[src/rtl/seq_mult_pkg.sv]
// Shared types and defaults for the sequential shift-add multiplier.
package seq_mult_pkg;

  localparam int unsigned DEF_WIDTH = 16;

  typedef enum logic [1:0] {
    IDLE = 2'd0,
    BUSY = 2'd1,
    DONE = 2'd2
  } mult_state_t;

endpackage : seq_mult_pkg

[src/rtl/seq_mult_datapath.sv]
// Datapath of the shift-add multiplier: operand magnitudes, accumulator,
// iteration counter, sign fix-up and the product register.
// Ports:
//   clk, reset_i            clock, async active-low reset
//   load_i                  capture new operands, clear accumulator/counter
//   step_i                  process one multiplier bit
//   commit_i                (with step_i) write the signed-corrected product
//   a_i, b_i, is_signed_i   operands and signedness, sampled on load_i
//   last_iter_o             counter is on its final iteration
//   product_o               registered 2*WIDTH result
module seq_mult_datapath
  import seq_mult_pkg::*;
#(
  parameter int unsigned WIDTH = DEF_WIDTH
) (
  input  logic               clk,
  input  logic               reset_i,
  input  logic               load_i,
  input  logic               step_i,
  input  logic               commit_i,
  input  logic [WIDTH-1:0]   a_i,
  input  logic [WIDTH-1:0]   b_i,
  input  logic               is_signed_i,
  output logic               last_iter_o,
  output logic [2*WIDTH-1:0] product_o
);

  localparam int unsigned CNT_W = $clog2(WIDTH + 1);
  localparam int unsigned PW    = 2 * WIDTH;

  logic [WIDTH-1:0] a_q, b_q;
  logic [PW-1:0]    acc_q, product_q;
  logic [CNT_W-1:0] cnt_q;
  logic             neg_q;

  logic [WIDTH-1:0] a_mag, b_mag;
  logic [PW-1:0]    acc_sum;

  // Magnitudes; -2^(W-1) maps to 2^(W-1), which fits as W-bit unsigned.
  always_comb begin
    a_mag   = (is_signed_i && a_i[WIDTH-1]) ? WIDTH'(-a_i) : a_i;
    b_mag   = (is_signed_i && b_i[WIDTH-1]) ? WIDTH'(-b_i) : b_i;
    acc_sum = acc_q + (b_q[0] ? (PW'({WIDTH'(0), a_q}) << cnt_q) : PW'(0));
  end

  // Operand, accumulator, counter and product registers.
  always_ff @(posedge clk or negedge reset_i) begin
    if (!reset_i) begin
      a_q       <= '0;
      b_q       <= '0;
      acc_q     <= '0;
      cnt_q     <= '0;
      neg_q     <= 1'b0;
      product_q <= '0;
    end else if (load_i) begin
      a_q   <= a_mag;
      b_q   <= b_mag;
      neg_q <= is_signed_i & (a_i[WIDTH-1] ^ b_i[WIDTH-1]);
      acc_q <= '0;
      cnt_q <= '0;
    end else if (step_i) begin
      acc_q <= acc_sum;
      b_q   <= b_q >> 1;
      cnt_q <= cnt_q + CNT_W'(1);
      // Final step folds the last partial product in before the sign fix.
      if (commit_i) begin
        product_q <= neg_q ? PW'(-acc_sum) : acc_sum;
      end
    end
  end

  assign last_iter_o = (cnt_q == CNT_W'(WIDTH - 1));
  assign product_o   = product_q;

endmodule : seq_mult_datapath

[src/rtl/seq_mult_vr_param.sv]
// Sequential shift-add multiplier with valid/ready on operand and result
// sides; signed or unsigned per transaction, WIDTH-cycle latency, and a new
// accept allowed on the same edge a result is consumed.
// Ports:
//   clk, reset                    clock, async active-low reset
//   src_valid/src_ready           operand handshake (src_ready is
//                                 combinational from dst_ready in DONE)
//   multiplicand, multiplier      operands A and B
//   is_signed                     1 = two's complement operands
//   dst_valid/dst_ready           result handshake
//   product                       2*WIDTH result, stable while dst_valid=1
module seq_mult_vr_param
  import seq_mult_pkg::*;
#(
  parameter int unsigned WIDTH = DEF_WIDTH
) (
  input  logic               clk,
  input  logic               reset,
  input  logic               src_valid,
  output logic               src_ready,
  input  logic [WIDTH-1:0]   multiplicand,
  input  logic [WIDTH-1:0]   multiplier,
  input  logic               is_signed,
  output logic               dst_valid,
  input  logic               dst_ready,
  output logic [2*WIDTH-1:0] product
);

  mult_state_t state_q;
  logic        dst_valid_q;
  logic        accept, step, commit, last_iter;

  // Ready in IDLE, or in DONE when the result leaves on this same edge.
  always_comb begin
    src_ready = (state_q == IDLE) || ((state_q == DONE) && dst_ready);
    accept    = src_valid && src_ready;
    step      = (state_q == BUSY);
    commit    = step && last_iter;
  end

  // Controller: sequencing and registered dst_valid.
  always_ff @(posedge clk or negedge reset) begin
    if (!reset) begin
      state_q     <= IDLE;
      dst_valid_q <= 1'b0;
    end else begin
      case (state_q)
        IDLE: begin
          if (accept) state_q <= BUSY;
        end
        BUSY: begin
          if (last_iter) begin
            state_q     <= DONE;
            dst_valid_q <= 1'b1;
          end
        end
        DONE: begin
          if (dst_ready) begin
            dst_valid_q <= 1'b0;
            state_q     <= src_valid ? BUSY : IDLE;
          end
        end
        default: begin
          state_q     <= IDLE;
          dst_valid_q <= 1'b0;
        end
      endcase
    end
  end

  assign dst_valid = dst_valid_q;

  seq_mult_datapath #(.WIDTH(WIDTH)) u_dp (
    .clk         (clk),
    .reset_i     (reset),
    .load_i      (accept),
    .step_i      (step),
    .commit_i    (commit),
    .a_i         (multiplicand),
    .b_i         (multiplier),
    .is_signed_i (is_signed),
    .last_iter_o (last_iter),
    .product_o   (product)
  );

endmodule : seq_mult_vr_param

[config.mk]
export PLATFORM = sky130hd
export DESIGN_NAME = seq_mult_vr_param
export DESIGN_NICKNAME = d
export VERILOG_FILES = /design/src/rtl/seq_mult_pkg.sv /design/src/rtl/seq_mult_datapath.sv /design/src/rtl/seq_mult_vr_param.sv
export SDC_FILE = /design/constraint.sdc
export NUM_CORES = 1
export LEC_CHECK = 0
export CORE_MARGIN = 5
export CORE_UTILIZATION = 35
export CTS_BUF_LIST = sky130_fd_sc_hd__clkbuf_8 sky130_fd_sc_hd__clkbuf_16
export DETAILED_ROUTE_END_ITERATION = 10
export PLACE_DENSITY = 0.56
export SLEW_MARGIN = 20
export SYNTH_ARGS = -nofsm -noshare
export SYNTH_HDL_FRONTEND = slang
export SYNTH_SLANG_ARGS = --single-unit
[constraint.sdc]
create_clock -name clk -period 9.6 [get_ports clk]
set_clock_uncertainty 0.05 [all_clocks]
set_input_delay 0.96 -clock clk [delete_from_list [all_inputs] [get_ports clk]]
set_output_delay 0.96 -clock clk [all_outputs]
set_load 0.05 [all_outputs]
---- Word level (Yosys, flattened, before mapping) ----
Index checks and enable logic that the tools add are counted.
storage, ports and cells
  bits in latches ......................... 0
  bits in read-only memories .............. 0
  memory bits (writable) .................. 0
  memories kept ........................... 0
  input bits .............................. 37
  register bits ........................... 105
operators by class
  bitwise logic cells ..................... 4
  multiply operators ...................... 0
  shift-type cells ........................ 1
  reduce and logical (&&, ||, !) cells .... 11
  add/subtract/negate cells ............... 5
  order comparisons ....................... 0
  mux-type cells .......................... 18
  eq/ne operators ......................... 6
  div/mod/pow operators ................... 0
operators by type and width
  kind                                                 count
  two-way mux 32 bit                                   4
  two-way mux 16 bit                                   4
  adder 32 bit                                         1
  negation 16 bit                                      2
  negation 32 bit                                      1
  left shift 16 x 5 -> 32 bit                          1
  two-way mux 5 bit                                    2
  AND reduction 3 bit                                  3
  two-way mux 2 bit                                    3
  one-hot mux 2 bit (3 select lines)                   1
  adder 5 x 1 -> 5 bit, second input constant          1
  equality test 5 x 4 -> 1 bit, second input constant  1
  logical AND 1 bit                                    5
  != test 2 bit, second input constant                 2
  two-way mux 1 bit                                    3
  one-hot mux 1 bit (3 select lines)                   1
  equality test 2 x 1 -> 1 bit, second input constant  1
  equality test 2 bit, second input constant           1
  logical NOT 2 bit                                    1
  != test 2 x 1 -> 1 bit, second input constant        1
  NOT 1 bit                                            2
  nonzero test 2 bit                                   1
  AND 1 bit                                            1
  logical OR 1 bit                                     1
  XOR 1 bit                                            1

---- Logic depth before layout (Yosys ltp) ----
Gate-level depths: netlist of the first run.
  depth in word-level cells ............... 6
  mapped depth ............................ 22

---- By module ----
A second synthesis of the first run with hierarchy kept.
second synthesis, totals
  cells, all modules ...................... 1,060
  area total of the unflattened synthesis .. 8,594.5 um2
by module, submodules not included
  module             area an instance (um2)  times used  cells an instance
  seq_mult_datapath  8,439.3                 1           1,044
  seq_mult_vr_param  155.1                   1           16

---- Least setup slack after synthesis of the first run ----
Ideal clock, no wire load.
  kind .................................... reg2reg
  start ................................... register u_dp.cnt_q[1]
  end ..................................... register u_dp.product_q[31] (netlist: u_dp.product_o[31])
  cell stages (with the launch flop) ...... 23
  arrival time ............................ 4.947 ns
  slack ................................... 4.534 ns
  data required time ...................... 9.481 ns
  setup time .............................. 0.069 ns
  cells stage by stage .................... dfrtp_1 > clkbuf_1 > clkbuf_1 > clkbuf_1 > mux2i_1 > nand2_1 > o21ai_0 > o22ai_1 > mux2i_1 > o22ai_1 > and2_1 > ha_1 > buf_4 > and4_2 > and2b_1 > a221oi_2 > a31o_2 > nand3_1 > a211oi_1 > o21ai_2 > or3_1 > or4_1 > nand3_1
on the way
  longest elaborated chain between the ends .. 5
  elaborated cells on any way between the ends .. 8
ends and longest elaborated chain
  what                         RTL line                 RTL
  start: declaration           seq_mult_datapath.sv:33  logic [CNT_W-1:0] cnt_q;
  start signal: assignment     seq_mult_datapath.sv:64  cnt_q <= cnt_q + CNT_W'(1);
  left shift 16 x 5 -> 32 bit  seq_mult_datapath.sv:43  acc_sum = acc_q + (b_q[0] ? (PW'({WIDTH'(0), a_q}) << cnt_q) : PW'(0));
  two-way mux 32 bit           seq_mult_datapath.sv:43
  adder 32 bit                 seq_mult_datapath.sv:43
  negation 32 bit              seq_mult_datapath.sv:67  product_q <= neg_q ? PW'(-acc_sum) : acc_sum;
  two-way mux 32 bit           seq_mult_datapath.sv:67
  end signal: assignment       seq_mult_datapath.sv:67
  end: declaration             seq_mult_datapath.sv:32  logic [PW-1:0] acc_q, product_q;
Several ways; a longest one is shown, not always the timed one.
A chain may end at the register's enable or synchronous reset.

---- Final worst setup path of the first run ----
Ends and elaborated chain as after synthesis.

==> results of run 1 <==
tightest hold or removal path: cells and delay by family, from the launching register on:
kind	cells	cell delay (ns)
and+or+nand+nor	1	0.04
AOI/OAI and AO/OA	1	0.05
DFF	1	0.34
cell type report:
class / count / area [sq um] / share of cell area
multi-input combinational: 882 / 5590 / 0.574
sequential: 105 / 2630 / 0.270
timing repair buffer: 77 / 751 / 0.0770
tap: 324 / 405 / 0.0416
clock buffer: 9 / 225 / 0.0231
inverter: 25 / 93.8 / 0.00963
clock inverter: 6 / 53.8 / 0.00552
flip-flops by register name, indices dropped and copies added (netlist names):
name,count
state_q,2
u_dp.b_q,16
u_dp.a_q,16
u_dp.acc_q,32
u_dp.neg_q,1
u_dp.cnt_q,5
dst_valid,1
u_dp.product_o,32
kinds of logic after synthesis:
group,after synthesis
AO/OA/AOI/OAI,309
XOR/XNOR,74
adder cells (fa/ha/maj),37
buffers and inverters,90
flip-flops,105
multiplexers,37
AND/OR/NAND/NOR,425
power by group through the flow:
stage	clock (mW)	sequential, mW	combinational (mW)
final	0.358	0.816	2.40
after global routing	0.390	0.845	2.66
after CTS	0.375	0.815	2.40
after detailed placement	0	0.823	2.38
after global placement	0	0.819	2.38
after floorplan	0	0.908	1.70
per-layer routing:
metal | global-route usage | part of all wire
met5 | 0 | 0
met4 | 0.0384 | 0.015
met3 | 0.0223 | 0.055
met2 | 0.247 | 0.42
met1 | 0.249 | 0.51
synth_stat cells, types with 3 or more instances:
cell type    n  area [sq um]
o31ai_1     12          90.1
a21o_1       8          60.1
a31oi_1     11          68.8
nor3_1      14          70.1
nand2b_1     9          56.3
and4_1       6          52.6
or4_1        3          22.5
a21boi_0     5          37.5
nand3_1     48           240
nor2_1      73           274
clkbuf_1    43           161
a22oi_1     21           158
mux2_2      10           113
or2_2        5          31.3
o21ai_2      3          26.3
o211ai_1     5          37.5
o21a_1       7          52.6
o32ai_1      4          35.0
mux2i_1     27           270
buf_2        6          30.0
o41ai_1      4          35.0
nand2_1    172           646
a211oi_1    10          75.1
buf_1        6          22.5
nor2b_1     16           100
o22ai_1      9          56.3
buf_4        3          22.5
xor2_1      42           368
inv_1       24          90.1
or3_1       15          93.8
nor4_1       3          18.8
nor4b_1      3          26.3
o21ai_1      8          40.0
dfrtp_1    105          2630
a21oi_1     45           225
nand4_1     12          75.1
clkbuf_8     3          41.3
a22o_1       4          35.0
o21ai_0    124           621
ha_1        36           450
and2_1      18           113
xnor2_1     32           280
and3_1       6          37.5
worst max-delay path by stage:
stage	endpoint	slack [ns]	cells after the start
after detailed placement	u_dp.product_o[31]	4.10	16
after global placement	u_dp.product_o[31]	4.07	16
final	u_dp.product_o[31]	3.99	16
after floorplan	u_dp.product_o[31]	4.53	22
after global routing	u_dp.product_o[31]	3.63	18
after CTS	u_dp.product_o[31]	4.07	16
==> reports/metrics.cfg, run 1 <==
[critical_path]
cp-end-kind = flip-flop
crit_arrival_ns = 5.85
reg2reg_slack_ns = 3.99
worst_path_max_delay_cell = dfrtp_1
r2r-end = u_dp.product_o[31]
cp-startpoint = u_dp.cnt_q[1]
r2r_cells = 16
reg2reg_from = u_dp.cnt_q[1]
crit_chain = mux2_2 > mux2_2 > mux2_2 > o21ai_0 > nor2_1 > ha_1 > and4_2 > and2b_1 > o211ai_1 > a31oi_1 > o221ai_1 > a211oi_1 > o21ai_2 > or3_1 > or4_1 > nand3_1
path_delay_family = simple AND/OR/NAND/NOR gates
cp_common_cell = mux2_2
worst-setup-path-type = flip-flop to flip-flop
worstPathRequired_ns = 9.85
worst-path-max-fanout = 24
start_kind = flip-flop
cp_num_buf_inv = 0
max_stage_delay_ns = 0.93

[sta]
setup_viol = 0
maxSlewHeadroom = 0.409
setup_ws_ns = 3.99
fmax_mhz = 178
hold-worst-slack_ns = 0.427
worst_pin_slew_ns = 0.887
rsz0062_at_grt = false
setup_tns_ns = 0
report.final.slew_viol_count = 0
post-route-period-util = 0.584
layout_min_cycle_time_ns = 5.61
hold_viol = 0

[global_route]
grt_max_degree = 67
antenna_found_initial = 0
grt_util_all_layers = 0.164
grt_pass1_wl_um = 38100
overflow = 0
first_global_vias = 7232

[yosys]
synthAdderAreaFrac = 0.0546
yosysSeqAreaShare = 0.305
synth_edf_count = 0
synth_top_family_by_area = simple AND/OR/NAND/NOR gates
synth-simple-area-share = 0.242
synth-seq-cells = 105
async_flop_share = 1.00
ys_warn_count = 0
yosys_most_used_dff = dfrtp_1
syn_area_sq_um = 8620
synth_nets = 1151
syn_inst = 1077
post_synth_num_cell_types = 88
synth_compound_area_frac = 0.231
syn_area_per_cell_sq_um = 8.00
synthXorXnorAreaFrac = 0.0752
synthMuxAreaShare = 0.0444

[clocking]
cts_tree = built
clk_pin_slew_worst_paths_ns = 0.08
clock_sinks = 105
cts_resized = 0
clk_latency_ns = 0.36
cts_hold_buf = 0
htreeDepth = 3
clock-root-buffer = clkbuf_16
cts_buffer_depth = 2
post_cts_buffers = 0
cts_made_buffers = 9

[finish]
fin_cells = 1428
drive_gt1_frac = 0.0679
n_fill_cell = 2572
final_cell_mix = nand2_1 (171), o21ai_0 (124), dfrtp_1 (104)
syn_to_final_growth_pct = 13.1
layout_commonest_cell = nand2_1
post-route-util = 0.401
antenna_cells = 0
final_area_sq_um = 9750
fin_nets = 1174

[pwr]
switching_share = 0.526
p_sw_mw = 1.88
comb_power_share = 0.672
power.total_mw = 3.58
p_leak_nw = 4.01
intPower_mw = 1.69
power_density_nw_per_um2 = 367
power.share.clock = 0.100
ir_drop_mv = 0.132
pwr-share-seq = 0.228

[placed_design]
place.gp.congestion = 0.931
dp_hpwl_um = 17900
place_ws_ns = 4.10
place_inst = 1413
place_area_sq_um = 9460
portBuffers = 70

[routing]
drt-initial-drc-count = 731
firstDrtPassIters = 6
ant_nets = 0
vias = 7662
via_per_inst = 5.37
routed_wl_um = 23200
drc = 0
post_drt_wl_per_cell_um = 16.2

[floorplan]
core-area_sq_um = 24300
start_util = 0.354
die_area_sq_um = 27900
die_w_um = 167
num_io_pins = 71
die_y_um = 167
num_rows = 57

[status]
outcome = finished, final reports clean

[worst_hold_path]
min-delay-path-class = flip-flop to flip-flop
hold_depth = 2
hold_start = u_dp.product_o[19]
whs_endpoint = u_dp.product_o[19]

[run]
drv_cap = 0

(Power assumes the default switching activity.)
==> run 2: changes to the inputs <==
==> constraint.sdc (replaced) <==
create_clock -name clk -period 5.68 [get_ports clk]
set_clock_uncertainty 0.05 [all_clocks]
set_input_delay 0.568 -clock clk [delete_from_list [all_inputs] [get_ports clk]]
set_output_delay 0.568 -clock clk [all_outputs]
set_load 0.05 [all_outputs]
==> run 2 against run 1 <==
First-iteration DRC count is 10% lower. Global-route usage rose by 0.61 points. Utilization up 0.44 points. Total power grew 72%. Non-clock buffer count increased by 15. Highest routed layer unchanged.
==> reports/metrics.cfg, run 2 (synthesis results as in run 1) <==
[sta]
hold-worst-slack_ns = 0.231  ; -0.196 ns
post-route-period-util = 0.882  ; +0.298
report.final.slew_viol_count = 0  ; unchanged
setup_viol = 0  ; unchanged
worst_pin_slew_ns = 0.854  ; -0.0331 ns
maxSlewHeadroom = 0.428  ; +0.0195
setup_tns_ns = 0  ; unchanged
layout_min_cycle_time_ns = 5.01  ; -0.598 ns
hold_viol = 0  ; unchanged
rsz0062_at_grt = false
fmax_mhz = 200  ; +12%

[critical_path]
worst-path-max-fanout = 11  ; -54%
start_kind = flip-flop
cp_common_cell = mux2_2
reg2reg_from = u_dp.cnt_q[1]
path_delay_family = simple AND/OR/NAND/NOR gates
crit_arrival_ns = 5.26  ; -0.59 ns
r2r-end = u_dp.product_o[31]
worst-setup-path-type = flip-flop to flip-flop
reg2reg_slack_ns = 0.67  ; -3.32 ns
worstPathRequired_ns = 5.93  ; -3.92 ns
cp-end-kind = flip-flop
r2r_cells = 17  ; +1
max_stage_delay_ns = 0.51  ; -0.42 ns
crit_chain = buf_4 > mux2_2 > mux2_2 > mux2_2 > o21ai_0 > nor2_1 > ha_1 > and4_2 > and2b_1 > o211ai_1 > a31oi_1 > o221ai_1 > a211oi_1 > o21ai_2 > or3_1 > or4_1 > nand3_1
worst_path_max_delay_cell = or4_1
cp_num_buf_inv = 1  ; +1

[run]
drv_cap = 0  ; unchanged

[finish]
syn_to_final_growth_pct = 14.4
fin_nets = 1189  ; +1.3%
antenna_cells = 0  ; unchanged
layout_commonest_cell = nand2_1
final_cell_mix = nand2_1 (171), o21ai_0 (124), dfrtp_1 (104)
drive_gt1_frac = 0.0813  ; +0.0133

[clocking]
clock-root-buffer = clkbuf_16
cts_buffer_depth = 2  ; unchanged
cts_made_buffers = 9  ; unchanged
clk_latency_ns = 0.36  ; about the same
post_cts_buffers = 0  ; unchanged
cts_resized = 0  ; unchanged
cts_hold_buf = 0  ; unchanged
cts_tree = built
htreeDepth = 3  ; unchanged
clock_sinks = 105  ; unchanged
clk_pin_slew_worst_paths_ns = 0.08  ; about the same

[pwr]
ir_drop_mv = 0.247  ; +87%
power_density_nw_per_um2 = 625  ; +71%
p_leak_nw = 4.09  ; +1.8%

[routing]
routed_wl_um = 23700  ; +2.0%
via_per_inst = 5.40  ; +0.65%
vias = 7798  ; +1.8%
firstDrtPassIters = 5  ; -1
ant_nets = 0  ; unchanged
drt-initial-drc-count = 658  ; -10%
post_drt_wl_per_cell_um = 16.4  ; +0.84%
drc = 0  ; unchanged

[floorplan]
die_area_sq_um = 27900  ; unchanged
start_util = 0.354  ; unchanged
num_rows = 57  ; unchanged
die_y_um = 167  ; unchanged
num_io_pins = 71  ; unchanged
die_w_um = 167  ; unchanged
core-area_sq_um = 24300  ; unchanged

[global_route]
grt_util_all_layers = 0.170  ; +0.00607
grt-busiest-layer = met2
overflow = 0  ; unchanged
grtUsageMet1 = 0.250  ; +0.000517
first_global_vias = 7431  ; +2.8%
grt_max_degree = 66  ; -1.5%
grtUsageMet3 = 0.0251  ; +0.00284
grt_pass1_wl_um = 39400  ; +3.4%
grtUsageMet2 = 0.259  ; +0.0118
antenna_found_initial = 0  ; unchanged

[placed_design]
portBuffers = 70  ; unchanged
place.gp.congestion = 0.921  ; -1.1%
dp_hpwl_um = 18500  ; +3.2%

[worst_hold_path]
min-delay-path-class = input pin to asynchronous set/reset pin

[status]
outcome = finished, final reports clean

==> run 2: changes by cell type in the layout (fill, tap and decap cells not counted) <==
cell	delta
nand2b_4	-1
clkinv_2	+2
clkinv_4	-3
nand2b_2	+1
clkinvlp_4	+1
buf_4	+15
inv_6	+1
==> run 2: area by class of cell <==
class	instances	area, sq um
fill	2527	14500
multi-input combinational	882	5590
sequential	105	2630
timing repair buffer	92	863
tap	324	405
clock buffer	9	225
inverter	25	93.8
clock inverter	7	53.8
==> run 2: power breakdown <==
part | leakage [nW] | total (mW) | switching, mW | internal, mW
registers | 1.33 | 1.31 | 0.245 | 1.06
clock network | 0.134 | 0.620 | 0.317 | 0.303
logic | 2.62 | 4.23 | 2.65 | 1.58
total | 4.09 | 6.16 | 3.22 | 2.95
==> run 2: through the flow <==
| stage | worst slack, ns | util | total power [mW] | std cells | cell area, sq um |
|---|---|---|---|---|---|
| final | 0.670 | 0.405 | 6.16 | 1444 | 9860 |
| after global routing | 0.242 | 0.405 | 6.72 | 1444 | 9860 |
| after CTS | 0.691 | 0.405 | 6.18 | 1444 | 9860 |
| after detailed placement | 0.691 | 0.394 | 5.53 | 1428 | 9580 |
| after global placement | 0.757 | 0.394 | 5.51 | 1428 | 9580 |
| after floorplan | 0.614 | - | 4.41 | 1077 | 8620 |
==> run 2: worst max path at each step <==
stage | depth (start not counted) | from | to | slack [ns]
6_report | 17 | u_dp.cnt_q[1] | u_dp.product_o[31] | 0.67
3_5_place_dp | 17 | u_dp.cnt_q[1] | u_dp.product_o[31] | 0.69
5_1_grt | 18 | u_dp.cnt_q[1] | u_dp.product_o[31] | 0.24
2_1_floorplan | 22 | u_dp.cnt_q[1] | u_dp.product_o[31] | 0.61
4_1_cts | 17 | u_dp.cnt_q[1] | u_dp.product_o[31] | 0.69
3_3_place_gp | 19 | u_dp.cnt_q[1] | u_dp.product_o[31] | 0.76
==> run 2: routing by layer <==
metal / routed length (um) / vias to the layer above
met3: 1360 / 24
met5: 0 / -
met1: 11800 / 3603
met4: 491 / 0
met2: 10000 / 215
li1: - / 3956
==> run 2: worst register-to-register path, cell delays in order, from the launching register on <==
cell      delay (ns)
dfrtp_1         0.38
buf_4           0.20
mux2_2          0.37
mux2_2          0.30
mux2_2          0.29
o21ai_0         0.22
nor2_1          0.08
ha_1            0.43
and4_2          0.28
and2b_1         0.18
o211ai_1        0.17
a31oi_1         0.31
o221ai_1        0.18
a211oi_1        0.35
o21ai_2         0.15
or3_1           0.41
or4_1           0.51
nand3_1         0.09
